## config.mk

```make
export PLATFORM = sky130hd
export DESIGN_NAME = dsm2_dac_stereo
export DESIGN_NICKNAME = d
export VERILOG_FILES = /design/src/rtl/dsm2_dac_stereo.sv
export SDC_FILE = /design/constraint.sdc
export NUM_CORES = 1
export LEC_CHECK = 0
export CAP_MARGIN = 5
export CORE_UTILIZATION = 62
export CTS_CLUSTER_SIZE = 14
export DETAILED_ROUTE_END_ITERATION = 12
export PLACE_DENSITY = 0.81
export SLEW_MARGIN = 10
export SYNTH_ARGS = -nofsm -noshare
export SYNTH_HDL_FRONTEND = slang
export SYNTH_SLANG_ARGS = --single-unit
```

## constraint.sdc

```tcl
create_clock -name clk -period 8.6 [get_ports clk]
set_input_delay 1.72 -clock clk [delete_from_list [all_inputs] [get_ports clk]]
set_output_delay 1.72 -clock clk [all_outputs]
set_load 0.05 [all_outputs]
```

## src/rtl/dsm2_dac_stereo.sv

```systemverilog
// Stereo second-order delta-sigma DAC modulator.
// Holds the latest stereo sample and runs two identical 1-bit modulators
// on a common tick produced by dividing clk by CLK_DIV.
//
// Ports:
//   clk            system clock
//   reset          synchronous, active-high
//   sample_in_rdy  one-cycle strobe qualifying sample_in_l / sample_in_r
//   sample_in_l    signed 18-bit left sample
//   sample_in_r    signed 18-bit right sample
//   dac_out_l      left PDM bit (registered)
//   dac_out_r      right PDM bit (registered)
//   dac_tick       one-cycle pulse in the cycle the PDM bits take a new value

// One modulator channel: two saturating integrators and a 1-bit quantiser.
// Ports: clk, reset, tick (state update enable), x (held input), pdm (bit out).
module dsm2_channel #(
    parameter int unsigned FS = 131072
) (
    input  logic               clk,
    input  logic               reset,
    input  logic               tick,
    input  logic signed [17:0] x,
    output logic               pdm
);

    localparam int unsigned A1_W  = 22;
    localparam int unsigned A2_W  = 24;
    localparam int unsigned SUM_W = 25;
    localparam int unsigned OV1_W = SUM_W - A1_W + 1;
    localparam int unsigned OV2_W = SUM_W - A2_W + 1;

    logic signed [A1_W-1:0]  acc1;
    logic signed [A2_W-1:0]  acc2;
    logic signed [SUM_W-1:0] fb_c;
    logic signed [SUM_W-1:0] sum1_c;
    logic signed [SUM_W-1:0] sum2_c;
    logic signed [A1_W-1:0]  acc1_next_c;
    logic signed [A2_W-1:0]  acc2_next_c;
    logic                    fit1_c;
    logic                    fit2_c;

    // Feedback follows the bit currently on the output.
    always_comb begin
        fb_c = $signed(SUM_W'(FS));
        if (!pdm) begin
            fb_c = -$signed(SUM_W'(FS));
        end
    end

    // Both integrators update from registered values (acc2 sees the old acc1).
    always_comb begin
        sum1_c = SUM_W'(acc1) + SUM_W'(x) - fb_c;
        sum2_c = SUM_W'(acc2) + SUM_W'(acc1) - fb_c;
    end

    // A sum fits when all bits above the target sign bit match the top bit;
    // otherwise clamp towards the side given by the 25-bit sign.
    always_comb begin
        fit1_c = (sum1_c[SUM_W-1 -: OV1_W] == {OV1_W{sum1_c[SUM_W-1]}});
        fit2_c = (sum2_c[SUM_W-1 -: OV2_W] == {OV2_W{sum2_c[SUM_W-1]}});

        acc1_next_c = sum1_c[A1_W-1:0];
        if (!fit1_c) begin
            acc1_next_c = {sum1_c[SUM_W-1], {(A1_W-1){~sum1_c[SUM_W-1]}}};
        end

        acc2_next_c = sum2_c[A2_W-1:0];
        if (!fit2_c) begin
            acc2_next_c = {sum2_c[SUM_W-1], {(A2_W-1){~sum2_c[SUM_W-1]}}};
        end
    end

    // Modulator state; quantiser maps zero to 1.
    always_ff @(posedge clk) begin
        if (reset) begin
            acc1 <= '0;
            acc2 <= '0;
            pdm  <= 1'b0;
        end else if (tick) begin
            acc1 <= acc1_next_c;
            acc2 <= acc2_next_c;
            pdm  <= ~acc2_next_c[A2_W-1];
        end
    end

endmodule

module dsm2_dac_stereo #(
    parameter int unsigned CLK_DIV = 4,
    parameter int unsigned FS      = 131072
) (
    input  logic               clk,
    input  logic               reset,
    input  logic               sample_in_rdy,
    input  logic signed [17:0] sample_in_l,
    input  logic signed [17:0] sample_in_r,
    output logic               dac_out_l,
    output logic               dac_out_r,
    output logic               dac_tick
);

    localparam int unsigned DIV_W = (CLK_DIV > 2) ? $clog2(CLK_DIV) : 1;
    localparam logic [DIV_W-1:0] DIV_LAST = DIV_W'(CLK_DIV - 1);

    logic [DIV_W-1:0]   div_cnt;
    logic               tick_c;
    logic signed [17:0] hold_l;
    logic signed [17:0] hold_r;

    assign tick_c = (div_cnt == DIV_LAST);

    // Tick divider; dac_tick marks the cycle the channel bits change.
    always_ff @(posedge clk) begin
        if (reset) begin
            div_cnt  <= '0;
            dac_tick <= 1'b0;
        end else begin
            div_cnt  <= tick_c ? '0 : div_cnt + DIV_W'(1);
            dac_tick <= tick_c;
        end
    end

    // Hold registers; a strobe on a tick cycle lands after the tick has used the old value.
    always_ff @(posedge clk) begin
        if (reset) begin
            hold_l <= '0;
            hold_r <= '0;
        end else if (sample_in_rdy) begin
            hold_l <= sample_in_l;
            hold_r <= sample_in_r;
        end
    end

    dsm2_channel #(.FS(FS)) u_chan_l (
        .clk   (clk),
        .reset (reset),
        .tick  (tick_c),
        .x     (hold_l),
        .pdm   (dac_out_l)
    );

    dsm2_channel #(.FS(FS)) u_chan_r (
        .clk   (clk),
        .reset (reset),
        .tick  (tick_c),
        .x     (hold_r),
        .pdm   (dac_out_r)
    );

endmodule

```

==> impl_metrics.ini <==
[status]
status = completed

[placement]
gp_congestion = 0.8716
io_buffers = 41
dpl.hpwl_um = 16940

[detailed_routing]
drtIter0Drc = 742
met2_length_um = 10920
firstDrtPassIters = 5
routed.top_layer = met4
drt_wl_total_um = 23540
routedLengthMet1_um = 11110
via_count = 9129
drc = 0
avgRoutedWirePerCell_um = 15.54
antenna_left = 0
wl_met3_um = 1054
vias_per_cell = 6.026

[clocking]
htree_num_levels = 4
clockBufferDepth = 2
cts_sinks = 133
numCtsBuffers = 17
root_buffer = clkbuf_16
cts_tree = done
clk_latency_ps = 430
post_cts_resized = 0
clkTransAtPathRegs_ps = 60
post_cts_buffers = 0
cts_hold_buf = 0

[synthesis]
yosys_warnings = 0
synth.top_cell.area_share = 0.2525
syn_area_um2 = 10550
synth_top_area_cell = dfxtp_1
synthFlopType = dfxtp_1
yosys.cell_count.top_type = inv_1
ys_types = 74
ys_seq_elements = 133
synth.yosys.seq_area_share = 0.2525
synth-edff-count = 0
synth_nets = 1460
avgSynthCellArea_um2 = 8.344
async_flop_share = 0
synth_common_cells = inv_1, ha_1, dfxtp_1, nor2_1, a21oi_1
netlist_instances = 1264
synth_area_leaders = dfxtp_1, ha_1, inv_1, a221o_1, nor2_1

[global_route]
grt-ovfl-total = 0
grtUsageTotal = 0.2792
antenna_found_initial = 0
grt_start_max_net_pins = 71
grt_pass1_vias = 8572
grt_pass1_wl_um = 40210

[timing]
slew_headroom = 0.2582
tightest_slew_ps = 1113
finalCritPeriodShare = 0.6644
rsz0062_at_grt = false
finalSetupViolations = 0
fmax_mhz = 175.0
fin_crit_ps = 5714
skew_ps = 5.959
fin_tns_setup_ps = 0
drv_slew = 0
hold_viol_final = 0

[power_and_ir_drop]
ir_worst_vdd_v = 0.0001587
p_leak_uw = 0.005474
power.density_nw_per_um2 = 203.4
finalPower_uw = 2374

[cells_and_area]
fillers = 1332
multi_input_area_um2 = 7121
area_delta_synth_final_pct = 10.67
drive_above_1_share = 0.04556
seq_area_um2 = 2663
nets = 1478
antennaDiodeCount = 0

[setup_path]
crit_required_ps = 8960
cp-end-kind = flop
cp.arrival_ps = 6080
critPathLaunchType = flop
criticalPathCategory = reg -> reg
worstPathMaxFanout = 21

[flow_run]
max_cap_violations = 0

[floorplan]
initial_core_util = 0.6360
die_width_um = 132.4
num_rows = 47
pin_count = 42
die_h_um = 132.4
die_area_um2 = 17540
coreArea_um2 = 16580

[hold_path]
holdCritPathClass = reg -> reg
## area by class of cell
class | instances | share of cell area
clock buffers | 24 | 0.04213
clock inverters | 8 | 0.008362
inverters | 154 | 0.04953
multi-input cells | 929 | 0.6101
flip-flops and latches | 133 | 0.2281
well taps | 220 | 0.02358
repair buffers | 47 | 0.03816
## worst max-delay path, stage by stage (launching register included)
cell and delay [ps]:
dfxtp_1 320, ha_1 230, fa_1 440, a211oi_1 350, o21ai_0 220, a311o_1 370
a21oi_1 250, a21oi_1 180, a41oi_1 340, o221a_2 270, nand2b_1 70, xnor2_1 140
inv_1 90, fa_1 220, inv_1 50, a21o_1 170, a21oi_1 360, mux2_2 440
a31oi_1 190, and3_1 740, a221o_1 220
## routing by layer
| layer | GRT usage | up-vias |
|---|---|---|
| met5 | 0 | - |
| met4 | 0.08685 | 0 |
| met3 | 0.05441 | 36 |
| met2 | 0.4526 | 214 |
| met1 | 0.3744 | 4306 |
| li1 | - | 4573 |
## cell families after synthesis
group,synth area share
XOR/XNOR,0.07047
AO/OA/AOI/OAI,0.2326
flip-flops,0.2525
adder cells (fa/ha/maj),0.1977
multiplexers,0.03903
AND/OR/NAND/NOR,0.1339
buffers and inverters,0.07379
## power breakdown
part	total, uW	internal [uW]	switching, uW
clock network	730	456	274
logic	952	410	542
registers	691	657	34.0
## stage by stage
| step | instance area (um^2) | setup WS [ps] | utilization | std cells | hold WS, ps |
|---|---|---|---|---|---|
| final | 11670 | 2886 | 0.7038 | 1515 | 437.7 |
| after global routing | 11670 | 2519 | 0.7038 | 1515 | 450.5 |
| after floorplan | 10550 | 3939 | - | 1264 | 404.3 |
| after global placement | 11080 | 3290 | 0.6683 | 1483 | 421.2 |
| after detailed placement | 11080 | 3038 | 0.6683 | 1483 | 431.1 |
| after CTS | 11670 | 2972 | 0.7038 | 1515 | 443.0 |
## registers in the layout, summed over array words and instances (netlist names)
signal	count
dac_tick	1
div_cnt	2
hold_l	18
hold_r	18
u_chan_l.acc1	22
u_chan_l.acc2	24
u_chan_l.pdm	1
u_chan_r.acc1	22
u_chan_r.acc2	24
u_chan_r.pdm	1
## worst paths after layout
kind / startpoint / end / slack, ps / cells after the start
max: u_chan_l.acc1[0] / u_chan_l.acc1[1] / 2890 / 20
min: div_cnt[0] / div_cnt[0] / 440 / 1
max reg2reg: u_chan_l.acc1[0] / u_chan_l.acc1[1] / 2890 / 20
min reg2reg: div_cnt[0] / div_cnt[0] / 440 / 1
## placed cells by master, fill, tap and decap left out, drive strengths merged, types with 17 or more instances in the layout
master         netlist  routed
a211oi              25      25
ha                 141     141
xnor2               51      51
clkdlybuf4s50        0      39
a21o                27      27
nand2b              19      19
dfxtp              133     133
xor2                33      33
mux2i               40      40
nand2               53      53
o21ai               66      66
a221o               52      52
nor3                20      20
clkbuf              33      24
nor2               123     123
nand3               24      24
o22ai               17      17
inv                153     153
a21oi               68      68
(Power assumes the default switching activity.)
